File: config.mk
export PLATFORM = sky130hd
export DESIGN_NAME = rr_arb_mux
export DESIGN_NICKNAME = d
export VERILOG_FILES = /design/src/rtl/mux_pkg.sv /design/src/rtl/rr_arb_pick.sv /design/src/rtl/rr_arb_mux.sv
export SDC_FILE = /design/constraint.sdc
export NUM_CORES = 1
export LEC_CHECK = 0
export ABC_AREA = 1
export CORE_ASPECT_RATIO = 0.8
export CORE_MARGIN = 1
export CORE_UTILIZATION = 39
export DETAILED_ROUTE_END_ITERATION = 12
export PLACE_DENSITY_LB_ADDON = 0.15
export SYNTH_ARGS = -nofsm -noshare
export SYNTH_HDL_FRONTEND = slang
export SYNTH_SLANG_ARGS = --single-unit
File: constraint.sdc
create_clock -name Clk -period 1.82 [get_ports Clk]
set_input_delay 0.364 -clock Clk [delete_from_list [all_inputs] [get_ports Clk]]
set_output_delay 0.364 -clock Clk [all_outputs]
set_load 0.01 [all_outputs]
File: src/rtl/mux_pkg.sv
// Shared constants, types and helpers for the arbitrated data mux.
package mux_pkg;

  localparam int unsigned MODE_FIXED = 0;
  localparam int unsigned MODE_RR    = 1;

  typedef enum logic {StIdle, StHold} lock_st_e;

  // Index width for n channels, never narrower than one bit.
  function automatic int unsigned clog2_min1(input int unsigned n);
    int unsigned w;
    w = 1;
    for (int unsigned k = 0; k < 32; k++) begin
      if ((64'd1 << w) < 64'(n)) w = w + 1;
    end
    return w;
  endfunction

endpackage

File: src/rtl/rr_arb_pick.sv
// Combinational arbiter: rotate requests by the pointer, pick the lowest set bit, rotate back.
module rr_arb_pick import mux_pkg::*; #(
  parameter int unsigned GN   = 4,
  parameter int unsigned MODE = MODE_RR,
  localparam int unsigned CW  = clog2_min1(GN)
) (
  input  logic [GN-1:0] Req,
  input  logic [CW-1:0] Ptr,
  output logic [GN-1:0] Gnt,
  output logic [CW-1:0] Idx
);

  localparam logic [CW:0] GnW = (CW+1)'(GN);

  logic [CW-1:0]   p;
  logic [CW-1:0]   pos;
  logic            found;
  logic [2*GN-1:0] dbl;
  logic [2*GN-1:0] back;
  logic [GN-1:0]   rot;
  logic [GN-1:0]   pick;
  logic [CW:0]     sum;
  logic [CW:0]     wrapped;

  always_comb begin
    p     = (MODE == MODE_RR) ? Ptr : '0;
    dbl   = {Req, Req} >> p;
    rot   = dbl[GN-1:0];
    pick  = '0;
    pos   = '0;
    found = 1'b0;
    for (int i = 0; i < GN; i++) begin
      if (rot[i] && !found) begin
        pick[i] = 1'b1;
        pos     = CW'(i);
        found   = 1'b1;
      end
    end
    back    = {pick, pick} << p;
    Gnt     = back[2*GN-1:GN];
    sum     = {1'b0, pos} + {1'b0, p};
    wrapped = (sum >= GnW) ? (sum - GnW) : sum;
    Idx     = wrapped[CW-1:0];
  end

endmodule

File: src/rtl/rr_arb_mux.sv
// N-channel arbitrated one-hot data mux with valid/ready handshake, registered output stage
// and optional packet lock that holds the grant until the last beat is accepted.
module rr_arb_mux import mux_pkg::*; #(
  parameter int unsigned GN   = 4,
  parameter int unsigned GW   = 8,
  parameter int unsigned MODE = MODE_RR,
  parameter int unsigned LOCK = 0,
  localparam int unsigned CW  = clog2_min1(GN)
) (
  input  logic            Clk,
  input  logic            Rst,
  input  logic [GN*GW-1:0] Da_In,
  input  logic [GN-1:0]   Da_Vld,
  input  logic [GN-1:0]   Da_Lst,
  output logic [GN-1:0]   Da_Rdy,
  output logic [GW-1:0]   Da_Ou,
  output logic            Ou_Vld,
  output logic            Ou_Lst,
  output logic [GN-1:0]   Ou_Gnt,
  output logic [CW-1:0]   Ou_Idx,
  input  logic            Ou_Rdy
);

  localparam logic [CW-1:0] LastIdx = CW'(GN - 1);

  logic [GN-1:0] arb_gnt;
  logic [CW-1:0] arb_idx;
  logic [GN-1:0] gnt;
  logic [CW-1:0] idx;
  logic [GW-1:0] sel_data;
  logic          sel_lst;
  logic          ld;
  logic          xfer;
  logic          hold;

  logic [CW-1:0] ptr_q, ptr_d;
  logic [CW-1:0] lock_idx_q;
  lock_st_e      st_q, st_d;

  logic [GW-1:0] data_q;
  logic          vld_q;
  logic          lst_q;
  logic [GN-1:0] gnt_q;
  logic [CW-1:0] idx_q;

  rr_arb_pick #(
    .GN   (GN),
    .MODE (MODE)
  ) u_pick (
    .Req (Da_Vld),
    .Ptr (ptr_q),
    .Gnt (arb_gnt),
    .Idx (arb_idx)
  );

  assign ld     = ~vld_q | Ou_Rdy;
  assign Da_Rdy = Rst ? '0 : (gnt & {GN{ld}});
  assign xfer   = |(Da_Vld & Da_Rdy);

  // A held grant points at the latched channel even when it has nothing to send.
  always_comb begin
    gnt = arb_gnt;
    idx = arb_idx;
    if (hold) begin
      gnt             = '0;
      gnt[lock_idx_q] = 1'b1;
      idx             = lock_idx_q;
    end
  end

  always_comb begin
    sel_data = '0;
    for (int i = 0; i < GN; i++) begin
      sel_data = sel_data | (Da_In[GW*i +: GW] & {GW{gnt[i]}});
    end
    sel_lst = |(Da_Lst & gnt);
  end

  // Lock FSM: state register, next state, output decode.
  always_ff @(posedge Clk) begin
    if (Rst) st_q <= StIdle;
    else     st_q <= st_d;
  end

  always_comb begin
    st_d = st_q;
    if (LOCK != 0 && xfer) begin
      case (st_q)
        StIdle:  if (!sel_lst) st_d = StHold;
        StHold:  if (sel_lst)  st_d = StIdle;
        default: st_d = StIdle;
      endcase
    end
  end

  always_comb begin
    hold = (LOCK != 0) && (st_q == StHold);
  end

  // The pointer only moves once a packet (or a lone beat without lock) has fully gone.
  always_comb begin
    ptr_d = ptr_q;
    if (xfer && (LOCK == 0 || sel_lst)) begin
      ptr_d = (idx == LastIdx) ? '0 : idx + 1'b1;
    end
  end

  always_ff @(posedge Clk) begin
    if (Rst) begin
      ptr_q      <= '0;
      lock_idx_q <= '0;
    end else begin
      ptr_q <= ptr_d;
      if (xfer && st_q == StIdle) lock_idx_q <= idx;
    end
  end

  always_ff @(posedge Clk) begin
    if (Rst) begin
      data_q <= '0;
      vld_q  <= 1'b0;
      lst_q  <= 1'b0;
      gnt_q  <= '0;
      idx_q  <= '0;
    end else if (ld) begin
      vld_q <= xfer;
      if (xfer) begin
        data_q <= sel_data;
        lst_q  <= sel_lst;
        gnt_q  <= gnt;
        idx_q  <= idx;
      end
    end
  end

  assign Da_Ou  = data_q;
  assign Ou_Vld = vld_q;
  assign Ou_Lst = lst_q;
  assign Ou_Gnt = gnt_q;
  assign Ou_Idx = idx_q;

endmodule

==> results.py, run 1 <==
metrics = {
    "timing": {
        "final_max_slew_viol_count": 0,
        "timing.slew.headroom_pct": 77.57,
        "period_needed_ps": 2188,
        "fin_setup_tns_ps": -6957,
        "tightest_slew_ps": 336.5,
        "setup_repair_after_global_routing_missed_its_margin": "yes",
        "fin_skew_ps": 3.748,
        "fmaxAchievable_mhz": 457.0,
        "final-setup-viol-count": 22,
        "fin_worst_hold_slack_ps": 515.9,
        "fin_ws_ps": -368.0,
        "min_period_over_period_pct": 120.2,
        "hold_viol_final": 0,
    },
    "setup_path": {
        "path_class": "reg2reg",
        "setup.worst_path.start": "ptr_q[0]$_SDFFE_PP0P_",
        "cp_data_arrival_time_ps": 2390,
        "worstPathMaxFanout": 7,
        "launch_point_of_the_worst_reg_to_reg_path": "ptr_q[0]$_SDFFE_PP0P_",
        "timing.critical_path.from_type": "register",
        "critical_path_required_ps": 2020,
        "critical_path.endpoint_type": "register",
    },
    "power": {
        "p_total_mw": 5.977,
        "power.switching_mw": 2.899,
        "pwr-share-seq_pct": 11.4,
        "vdd.ir_drop.worst_mv": 1.129,
        "power_report.internal_total_mw": 3.077,
        "power.share.clock_pct": 5.7,
        "p_leak_nw": 1.479,
        "swShare_pct": 48.51,
        "combinationalPowerShare_pct": 82.9,
        "power_density_mw_per_mm2": 2089,
    },
    "global_routing": {
        "grt_max_degree": 18,
        "grt_pass1_wl_microns": 8583,
        "antenna_violations_before_repair": 0,
        "grt_pass1_vias": 1880,
        "global_route_total_overflow": 0,
        "grt_usage_pct": 27.56,
    },
    "die": {
        "die_w_microns": 71.49,
        "boundaryPins": 63,
        "fp-row-count": 19,
        "die-area_sq_mm": 0.004117,
        "initial_utilization_pct": 42.25,
        "dieHeight_microns": 57.59,
        "placeableCoreArea_sq_mm": 0.003566,
    },
    "cts": {
        "worstSkewPairLatency_ps": 260,
        "clock_path_buffers": 2,
        "htree_levels": 1,
        "cts.clk_slew.worst_paths_ps": 70,
        "cts_tree": "yes",
        "clock-root-buffer": "clkbuf_8",
        "cts_sinks": 18,
        "cts_buf_count": 3,
    },
    "place": {
        "placed_cell_area_sq_mm": 0.002303,
        "dpl.hpwl_microns": 3167,
        "routability_cong": 0.9059,
        "numPortBuffers": 62,
        "post-place-ws_ps": -794.2,
        "placed_cells": 393,
    },
    "cells_and_area": {
        "final_core_utilization_pct": 80.25,
        "post_layout_net_count": 416,
        "area_growth_pct": 89.95,
        "final_cell_area_sq_mm": 0.002861,
        "stdcell_count": 413,
        "num_antenna_cells": 0,
        "drive_gt1_share_pct": 30.19,
    },
    "drt": {
        "avg_wl_per_cell_microns": 14.83,
        "ant_nets": 0,
        "drtPass1Iterations": 4,
        "detailroute.via_count": 2113,
        "drt_drc_violations_left": 0,
        "routed_via_density": 5.116,
        "wirelength_routed_microns": 6126,
        "initialDrtViolationCount": 242,
    },
    "hold_path": {
        "hold_class": "reg2reg",
        "worstHoldStart": "Ou_Gnt[1]$_SDFFE_PP0P_",
    },
    "yosys": {
        "mean_syn_cell_area_sq_um": 5.458,
        "yosysWarningCount": 0,
        "syn_area_sq_mm": 0.001506,
        "syn-num-nets": 320,
        "yosys_register_bits": 18,
        "post_synth_num_cell_types": 23,
        "post_synth_inst_count": 276,
        "share_of_the_yosys_chip_area_belonging_to_registers_pct": 23.92,
    },
    "status": {
        "violations": "setup timing",
        "run_status": "complete, but fails checks",
    },
    "run": {
        "drv_cap": 0,
    },
}
==> layout by cell type, fill, tap and decap left out <==
master	count
nor2_1	24
nand2_1	72
inv_2	3
xor2_2	1
buf_12	3
buf_4	31
xor2_1	1
a22oi_2	1
dfxtp_2	1
nand3_2	12
nand3_4	7
a21oi_1	2
inv_1	46
clkbuf_8	4
clkinv_1	1
nand3_1	36
dfxtp_1	16
buf_6	6
xnor2_2	1
dfxtp_4	1
ha_2	1
clkinv_8	1
nand2_4	10
buf_16	3
buf_2	4
nand2_2	8
nor2_4	3
nand4_1	3
nor2_2	11
clkdlybuf4s50_1	54
dlygate4sd2_1	4
==> cells in the mapped netlist <==
cell,instances,area share (%)
xor2_1,2,1.2
nand2_1,87,22
nand3_1,53,18
nor2_2,1,0.42
clkinv_1,1,0.25
inv_6,1,0.58
buf_6,4,3.0
dfxtp_1,18,24
buf_4,1,0.50
nand2_2,3,1.2
nand4_1,3,1.2
a21oi_1,2,0.66
a22oi_1,1,0.50
ha_1,1,0.83
xnor2_1,1,0.58
inv_2,1,0.25
buf_1,1,0.25
inv_1,48,12
nand3_2,2,1.3
nor2_1,36,9.0
clkbuf_1,4,1.0
buf_2,4,1.3
nor2_4,1,0.75
==> per-layer routing <==
metal  global-route usage, %  wire length [microns]  up-vias
li1                        -                      -     1022
met1                   34.48                   2421      914
met2                   47.48                   2945      145
met3                   4.240                    494       32
met4                   11.76                    265        0
met5                       0                      0        -
==> critical path, cell delays in order, from the launching register on <==
cell,delay (ps)
dfxtp_2,340
buf_6,130
clkinv_8,70
nand2_4,60
nand2_2,90
nand2_2,70
nand2_2,120
nand2_4,80
buf_6,120
a22oi_2,140
ha_2,220
xnor2_2,130
xor2_2,220
xor2_1,210
nor2_2,50
nor2_1,70
==> cells by family (layout without fill, tap and decap cells) <==
group                      count (synthesis)  in the layout  share of synthesized area, %
AOI/OAI and AO/OA                          3              3                         1.163
xor gates and xnor gates                   3              3                         1.745
adders and majority gates                  1              1                        0.8304
buffers and inverters                     65            160                         19.10
DFF                                       18             18                         23.92
and+or+nand+nor                          186            186                         53.24
==> state kept, by name, summed over array words and instances (netlist names) <==
name    flops
Ou_Gnt      4
Ou_Vld      1
Ou_Lst      1
Ou_Idx      2
Da_Ou       8
ptr_q       2
==> repair_timing <==
item | CTS | global route
pin swaps | 31 | 13
endpoints found under the setup margin | 22 | 22
cloned | 3 | 0
resized for setup | 81 | 22
hold buffers | 0 | 0
buffers inserted | 11 | 4
==> path summary, 6_finish.rpt <==
check / endpoint / slack [ps] / cells after the start
setup reg to reg: ptr_q[1]$_SDFFE_PP0P_ / -370 / 15
hold reg to reg: Ou_Gnt[1]$_SDFFE_PP0P_ / 520 / 4
hold / removal: Ou_Gnt[1]$_SDFFE_PP0P_ / 520 / 4
setup / recovery: ptr_q[1]$_SDFFE_PP0P_ / -370 / 15
==> power groups by stage <==
| stage | registers [mW] | clock network [mW] | logic [mW] |
|---|---|---|---|
| 2_1_floorplan | 0.702 | 0 | 2.07 |
| 3_3_place_gp | 0.659 | 0 | 3.16 |
| 3_5_place_dp | 0.665 | 0 | 3.18 |
| 4_1_cts | 0.666 | 0.330 | 4.39 |
| 5_1_grt | 0.694 | 0.357 | 5.29 |
| 6_report | 0.679 | 0.341 | 4.96 |
==> cell type report <==
type | count | area [sq um]
Inverter | 51 | 203.9
Fill cell | 255 | 704.4
Sequential cell | 18 | 365.4
Tap cell | 42 | 52.55
Timing Repair Buffer | 105 | 1039
Multi-Input combinational cell | 193 | 1146
Clock buffer | 4 | 55.05
No activity file was read; power rests on OpenSTA's default activity.
==> run 2: changes to the inputs <==
SKIP_CTS_REPAIR_TIMING = 1   (was default)
==> run 2 against run 1 <==
  * The flow still finishes with violations (setup timing)
  * Count of clock-buffer cells in the layout unchanged
  * Final cell count is 1.9% lower
  * Final area down 8.7%
  * Clock power decreased by 4%
  * Sequential cell count did not move
  * Largest cell class unchanged
  * Utilization shrank 7.0 points
  * Combinational power fell by 21%
  * Setup slack worse by 45 ps
  * Sequential share of layout area up 1.2 points
  * Power is 18% lower
==> results.py, run 2 (same netlist as run 1, synthesis figures left out) <==
metrics = {
    "die": {
        "boundaryPins": 63,
        "dieHeight_microns": 57.59,
        "die-area_sq_mm": 0.004117,
        "fp-row-count": 19,
        "die_w_microns": 71.49,
        "initial_utilization_pct": 42.25,
        "placeableCoreArea_sq_mm": 0.003566,
    },
    "timing": {
        "period_needed_ps": 2233,
        "fin_ws_ps": -413.0,
        "tightest_slew_ps": 267.1,
        "fmaxAchievable_mhz": 447.8,
        "final_max_slew_viol_count": 0,
        "timing.slew.headroom_pct": 82.14,
        "fin_setup_tns_ps": -7255,
        "min_period_over_period_pct": 122.7,
        "final-setup-viol-count": 22,
        "hold_viol_final": 0,
        "fin_worst_hold_slack_ps": 510.8,
        "fin_skew_ps": 0.7283,
        "setup_repair_after_global_routing_missed_its_margin": "yes",
    },
    "power": {
        "swShare_pct": 49.02,
        "power.share.clock_pct": 6.7,
        "vdd.ir_drop.worst_mv": 1.111,
        "p_leak_nw": 1.408,
        "power_report.internal_total_mw": 2.506,
        "pwr-share-seq_pct": 13.7,
        "power_density_mw_per_mm2": 1881,
        "power.switching_mw": 2.409,
        "combinationalPowerShare_pct": 79.6,
    },
    "run": {
        "drv_cap": 0,
    },
    "hold_path": {
        "hold_class": "reg2reg",
    },
    "setup_path": {
        "critical_path_required_ps": 2020,
        "worstPathMaxFanout": 7,
        "critical_path.endpoint_type": "register",
        "reg2reg_setup_slack_ps": -410,
        "cp_data_arrival_time_ps": 2430,
        "timing.critical_path.from_type": "register",
        "path_class": "reg2reg",
    },
    "drt": {
        "met2_length_microns": 2374,
        "wirelength_routed_microns": 5154,
        "drtPass1Iterations": 4,
        "drt_drc_violations_left": 0,
        "avg_wl_per_cell_microns": 12.73,
        "detailroute.via_count": 1963,
        "routed_length_on_met3_microns": 396,
        "maxUsedRoutingLayer": "met4",
        "ant_nets": 0,
        "met1Wirelength_microns": 2302,
        "routed_via_density": 4.847,
        "initialDrtViolationCount": 143,
    },
    "cells_and_area": {
        "mostFrequentLayoutCells": "73 x nand2_1, 54 x clkdlybuf4s50_1, 48 x inv_1",
        "post_layout_net_count": 408,
        "mostFrequentLayoutCell": "nand2_1",
        "final_core_utilization_pct": 73.26,
        "largest_register_ff_count": 8,
        "area_growth_pct": 73.42,
        "num_antenna_cells": 0,
        "drive_gt1_share_pct": 24.79,
    },
    "cts": {
        "cts_buf_count": 3,
        "clock_path_buffers": 2,
        "cts_sinks": 18,
        "cts_tree": "yes",
        "htree_levels": 1,
        "worstSkewPairLatency_ps": 260,
        "clock-root-buffer": "clkbuf_8",
        "cts.clk_slew.worst_paths_ps": 70,
    },
    "place": {
        "dpl.hpwl_microns": 3167,
        "numPortBuffers": 62,
        "routability_cong": 0.9059,
    },
    "global_routing": {
        "grt_pass1_vias": 1516,
        "grt_max_degree": 36,
        "grt_usage_pct": 20.93,
        "antenna_violations_before_repair": 0,
        "grt_pass1_wl_microns": 6727,
        "global_route_total_overflow": 0,
    },
    "status": {
        "violations": "setup timing",
        "run_status": "complete, but fails checks",
    },
}
==> run 2: cell types whose count changed in the layout (fill, tap and decap cells not counted), sizes merged <==
cell / previous run / this run
buf: 47 / 34
clkbuf: 4 / 9
clkinv: 2 / 1
dlygate4sd2: 4 / 0
dlymetal6s2s: 0 / 4
inv: 49 / 50
==> run 2: per-layer routing <==
layer	up-vias	track usage (%)
li1	1005	-
met3	10	3.887
met1	849	31.18
met2	99	30.75
met5	-	0
met4	0	5.882
==> run 2: worst paths after layout <==
check        cells past startpoint                endpoint                    from
max reg2reg                     15   ptr_q[1]$_SDFFE_PP0P_   ptr_q[0]$_SDFFE_PP0P_
min                              4  Ou_Gnt[1]$_SDFFE_PP0P_  Ou_Gnt[1]$_SDFFE_PP0P_
min reg2reg                      4  Ou_Gnt[1]$_SDFFE_PP0P_  Ou_Gnt[1]$_SDFFE_PP0P_
max                             15   ptr_q[1]$_SDFFE_PP0P_   ptr_q[0]$_SDFFE_PP0P_
==> run 2: worst max-delay path, stage by stage, from the launching register on <==
cell,delay [ps]
dfxtp_4,360
buf_6,120
inv_8,70
nand2_4,60
nand2_4,90
nand2_2,60
nand2_2,80
nand2_4,60
buf_6,120
a22oi_2,180
ha_2,220
xnor2_2,120
xor2_1,270
xor2_1,210
nor2_1,80
nor2_1,70
==> run 2: power groups by stage <==
stage                     registers [mW]  clock network [mW]  logic, mW
after floorplan                    0.702                   0       2.07
after global placement             0.659                   0       3.16
after detailed placement           0.665                   0       3.18
after CTS                          0.656               0.330       3.21
after global routing               0.689               0.360       4.24
final                              0.675               0.329       3.91
==> run 2: cell type report <==
cell class,instances,area [sq um]
clock buffers,4,55.05
fillers,314,953.4
inverters,51,198.9
multi-input cells,193,1021
flip-flops and latches,18,365.4
well taps,42,52.55
repair buffers,97,919.6
==> run 2: through the flow <==
stage	power, mW	area [sq um]	std cells	setup slack, ps
6_report	4.915	2613	405	-413.0
5_1_grt	5.291	2613	405	-488.7
4_1_cts	4.197	2359	397	-808.6
3_5_place_dp	3.841	2303	393	-794.2
3_3_place_gp	3.819	2303	393	-760.1
2_1_floorplan	2.768	1506	276	0.8342
==> run 3: changes to the inputs <==
PLACE_DENSITY = 0.77   (was default)
PLACE_DENSITY_LB_ADDON = default   (was 0.15)
==> run 3 against run 2 <==
  * The flow still finishes with violations (setup timing)
  * Critical path depth fell by 4
  * Power rose by 9.2%
  * Utilization rose by 2.8 points
  * Sequential share of layout area fell by 0.42 points
  * Via count rose by 0.56%
  * Maximum frequency rose by 7.0%
  * First-iteration DRC count rose by 30%
  * Count of clock-buffer cells in the layout did not move
  * Critical endpoint is now Da_Rdy[3]
  * Largest power group unchanged
  * Highest routed layer unchanged
==> results.py, run 3 (same netlist as run 1, synthesis figures left out) <==
metrics = {
    "status": {
        "violations": "setup timing",
        "run_status": "complete, but fails checks",
    },
    "global_routing": {
        "grt_usage_pct": 21.50,
        "grt_max_degree": 36,
        "grt_pass1_vias": 1649,
        "antenna_violations_before_repair": 0,
        "global_route_total_overflow": 0,
        "grt_pass1_wl_microns": 7079,
    },
    "power": {
        "power.share.clock_pct": 6.5,
        "pwr-share-seq_pct": 13.1,
        "combinationalPowerShare_pct": 80.5,
        "p_leak_nw": 1.433,
        "p_total_mw": 5.369,
        "power_density_mw_per_mm2": 1980,
        "swShare_pct": 48.62,
        "power_report.internal_total_mw": 2.758,
        "power.switching_mw": 2.610,
        "vdd.ir_drop.worst_mv": 0.8448,
    },
    "timing": {
        "period_needed_ps": 2087,
        "fin_skew_ps": 4.896,
        "min_period_over_period_pct": 114.6,
        "fin_ws_ps": -266.6,
        "fin_setup_tns_ps": -3295,
        "hold_viol_final": 0,
        "final_max_slew_viol_count": 0,
        "tightest_slew_ps": 223.8,
        "fmaxAchievable_mhz": 479.3,
        "setup_repair_after_global_routing_missed_its_margin": "yes",
        "final-setup-viol-count": 22,
        "timing.slew.headroom_pct": 85.06,
    },
    "place": {
        "placed_cells": 389,
        "dpl.hpwl_microns": 3015,
        "numPortBuffers": 62,
        "placed_cell_area_sq_mm": 0.002273,
        "routability_cong": 0.9086,
    },
    "cts": {
        "clock_path_buffers": 2,
        "htree_levels": 1,
        "worstSkewPairLatency_ps": 260,
        "cts.clk_slew.worst_paths_ps": 80,
        "cts_sinks": 18,
        "cts_buf_count": 3,
        "cts_tree": "yes",
        "clock-root-buffer": "clkbuf_8",
    },
    "drt": {
        "routed_via_density": 4.923,
        "initialDrtViolationCount": 186,
        "detailroute.via_count": 1974,
        "drt_drc_violations_left": 0,
        "ant_nets": 0,
        "drtPass1Iterations": 5,
        "avg_wl_per_cell_microns": 14.15,
        "wirelength_routed_microns": 5675,
    },
    "cells_and_area": {
        "num_antenna_cells": 0,
        "area_growth_pct": 79.98,
        "final_cell_area_sq_mm": 0.002711,
        "final_core_utilization_pct": 76.04,
        "mostFrequentLayoutCells": "70 x nand2_1, 54 x clkdlybuf4s50_1, 47 x inv_1",
        "stdcell_count": 401,
        "drive_gt1_share_pct": 25.91,
        "post_layout_net_count": 404,
        "mostFrequentLayoutCell": "nand2_1",
        "largest_register_ff_count": 8,
    },
    "setup_path": {
        "critical_path.endpoint_type": "output port",
        "worstPathMaxFanout": 7,
        "critical_path_required_ps": 1460,
        "cp_data_arrival_time_ps": 1720,
        "timing.critical_path.from_type": "register",
        "path_class": "reg2out",
    },
    "hold_path": {
        "hold_class": "reg2reg",
    },
    "die": {
        "dieHeight_microns": 57.59,
        "fp-row-count": 19,
        "boundaryPins": 63,
        "die_w_microns": 71.49,
        "placeableCoreArea_sq_mm": 0.003566,
        "die-area_sq_mm": 0.004117,
        "initial_utilization_pct": 42.25,
    },
    "run": {
        "drv_cap": 0,
    },
}
[run 3: metrics by stage]
step / worst slack [ps] / hold slack, ps
6_report: -266.6 / 514.7
4_1_cts: -839.7 / 511.0
3_5_place_dp: -783.9 / 497.6
3_3_place_gp: -697.4 / 499.3
2_1_floorplan: 0.8342 / 433.1
5_1_grt: -386.0 / 543.2
[run 3: critical path, stage by stage, from the launching register on]
cell and delay (ps):
dfxtp_4 430, inv_8 70, nand2_4 90, nand3_4 90, nand2_4 120, nand2_4 90
nor2_4 110, nand2_2 80, nand3_2 80, nand3_2 80, inv_1 100, buf_6 110
[run 3: path summary, 6_finish.rpt]
kind | startpoint | end | slack [ps] | cells past startpoint
max | ptr_q[0]$_SDFFE_PP0P_ | Da_Rdy[3] | -270 | 11
min | Da_Ou[2]$_SDFFE_PP0P_ | Da_Ou[2]$_SDFFE_PP0P_ | 510 | 4
min reg2reg | Da_Ou[2]$_SDFFE_PP0P_ | Da_Ou[2]$_SDFFE_PP0P_ | 510 | 4
max reg2reg | ptr_q[0]$_SDFFE_PP0P_ | ptr_q[1]$_SDFFE_PP0P_ | -260 | 14
[run 3: area by class of cell]
class	instances	area (sq um)
clock buffer	4	55.05
fill	262	854.6
inverter	51	201.4
multi-input combinational	193	1096
sequential	18	367.9
tap	42	52.55
timing repair buffer	93	938.4
[run 3: layer usage]
layer / track usage, % / part of all wire (%) / vias up / wire length [microns]
met5: 0 / 0 / - / 0
met1: 27.75 / 40 / 858 / 2291
li1: - / - / 1001 / -
met3: 3.887 / 7.7 / 12 / 436
met2: 37.14 / 50 / 103 / 2851
met4: 5.882 / 1.7 / 0 / 95
[run 3: power groups by stage]
| stage | logic [mW] | clock network (mW) | registers, mW |
|---|---|---|---|
| final | 4.32 | 0.346 | 0.703 |
| after global routing | 4.69 | 0.357 | 0.718 |
| after global placement | 3.08 | 0 | 0.672 |
| after detailed placement | 3.09 | 0 | 0.679 |
| after floorplan | 2.07 | 0 | 0.702 |
| after CTS | 3.12 | 0.332 | 0.670 |
==> variant (settings of run 3) <==
`GN` is set to 4 in 2 places; all go to 2.
--- a/src/rtl/rr_arb_pick.sv
+++ b/src/rtl/rr_arb_pick.sv
@@ -2,3 +2,3 @@
 module rr_arb_pick import mux_pkg::*; #(
-  parameter int unsigned GN   = 4,
+  parameter int unsigned GN   = 2,
   parameter int unsigned MODE = MODE_RR,
--- a/src/rtl/rr_arb_mux.sv
+++ b/src/rtl/rr_arb_mux.sv
@@ -3,3 +3,3 @@
 module rr_arb_mux import mux_pkg::*; #(
-  parameter int unsigned GN   = 4,
+  parameter int unsigned GN   = 2,
   parameter int unsigned GW   = 8,
Ports: changed (6 resized); port bits go from 63 to 38. No check against the original RTL was run, so the function may have changed too.
==> variant against run 3 <==
- clock skew decreased by 0.0046 ns
- final area decreased by 53%
- power decreased by 84%
- via count decreased by 57%
- area after synthesis decreased by 47%
- sequential cell count decreased by 4
- fmax increased by 23%
- setup slack improved by 0.39 ns
- routed wire length decreased by 65%
- clock power decreased by 36%
- die area decreased by 46%
- first-iteration DRC count decreased by 96%
- critical endpoint is now Da_Rdy[1]
- largest cell class is now non-clock buffers
==> variant: results <==
export IMPL_track_usage=0.2111
export IMPL_synth_compound_area_frac=0.06583
export IMPL_fillCellCount=168
export IMPL_worstPathMaxFanout=2
export IMPL_ys_top_cells_by_count="45 x nand2_1, 14 x dfxtp_1, 12 x nor2_1, 10 x inv_1"
export IMPL_synthAdderAreaFrac=0
export IMPL_syn_num_nets=138
export IMPL_ys_top_cells_by_area="dfxtp_1 35%, nand2_1 21%, nand3_2 10%"
export IMPL_tightest_slew_ns=0.3129
export IMPL_critPathSlowestCell="clkdlybuf4s50_1"
export IMPL_io_buffers=37
export IMPL_status="complete, no violations"
export IMPL_grt_pass1_vias=864
export IMPL_globalplace_congestion=0.7210
export IMPL_max_vdd_ir_drop_uv=519.0
export IMPL_nNetsFinal=188
export IMPL_grt_first_pass_wirelength_um=3415
export IMPL_comb_power_uw=291
export IMPL_grt_max_degree=14
export IMPL_synth_cell_type_count=18
export IMPL_power_density_nw_per_um2=674.4
export IMPL_dp_hpwl_um=1530
export IMPL_finClkSkew_ns=0.0002988
export IMPL_crit_path_max_incr_delay_ns=0.46
export IMPL_ys_seq_area_frac=0.3511
export IMPL_dr_pass1_iters=3
export IMPL_clkPwrFrac=0.258
export IMPL_p_leak_nw=0.6500
export IMPL_cts_root_buf="clkbuf_4"
## variant: path summary, 6_finish.rpt
kind | startpoint | cells after the start | endpoint | slack, ns
hold reg to reg | Ou_Gnt[0] | 2 | Ou_Gnt[0] | 0.48
setup reg to reg | ptr_q | 8 | Da_Ou[5] | 0.56
hold / removal | Ou_Gnt[0] | 2 | Ou_Gnt[0] | 0.48
setup / recovery | Ou_Rdy | 6 | Da_Rdy[1] | 0.12
## variant: area by class of cell
class,instances,area (µm²),share of cell area
timing repair buffer,48,450.4,0.3505
multi-input combinational,85,436.7,0.3398
sequential,14,280.3,0.2181
inverter,13,51.30,0.03992
clock buffer,4,36.28,0.02824
tap,24,30.03,0.02337
## variant: logic make-up (layout without fill, tap and decap cells)
| family | after synthesis | count (layout) |
|---|---|---|
| AOI/OAI and AO/OA | 7 | 7 |
| and+or+nand+nor | 78 | 78 |
| DFF | 14 | 14 |
| buffers and inverters | 16 | 65 |
## variant: per-stage QoR
step	hold slack (ns)	cell area [µm²]	setup slack [ns]	utilization	cells
after floorplan	0.4331	798.3	0.5913	-	115
after global placement	0.4654	1251	-0.2186	0.6553	184
after detailed placement	0.4716	1251	-0.2785	0.6553	184
after CTS	0.4868	1287	-0.2807	0.6743	188
after global routing	0.5368	1285	0.01420	0.6730	188
final	0.4840	1285	0.1189	0.6730	188
## variant: critical path: cells and delay by family
family | cells | cell delay, ns
buffers and inverters | 3 | 0.67
and+or+nand+nor | 3 | 0.31
## variant: metal layers
| metal | part of all wire | GRT usage |
|---|---|---|
| met2 | 0.52 | 0.3823 |
| met5 | 0 | 0 |
| met4 | 0.0065 | 0.05789 |
| met1 | 0.42 | 0.2252 |
| met3 | 0.047 | 0.07609 |
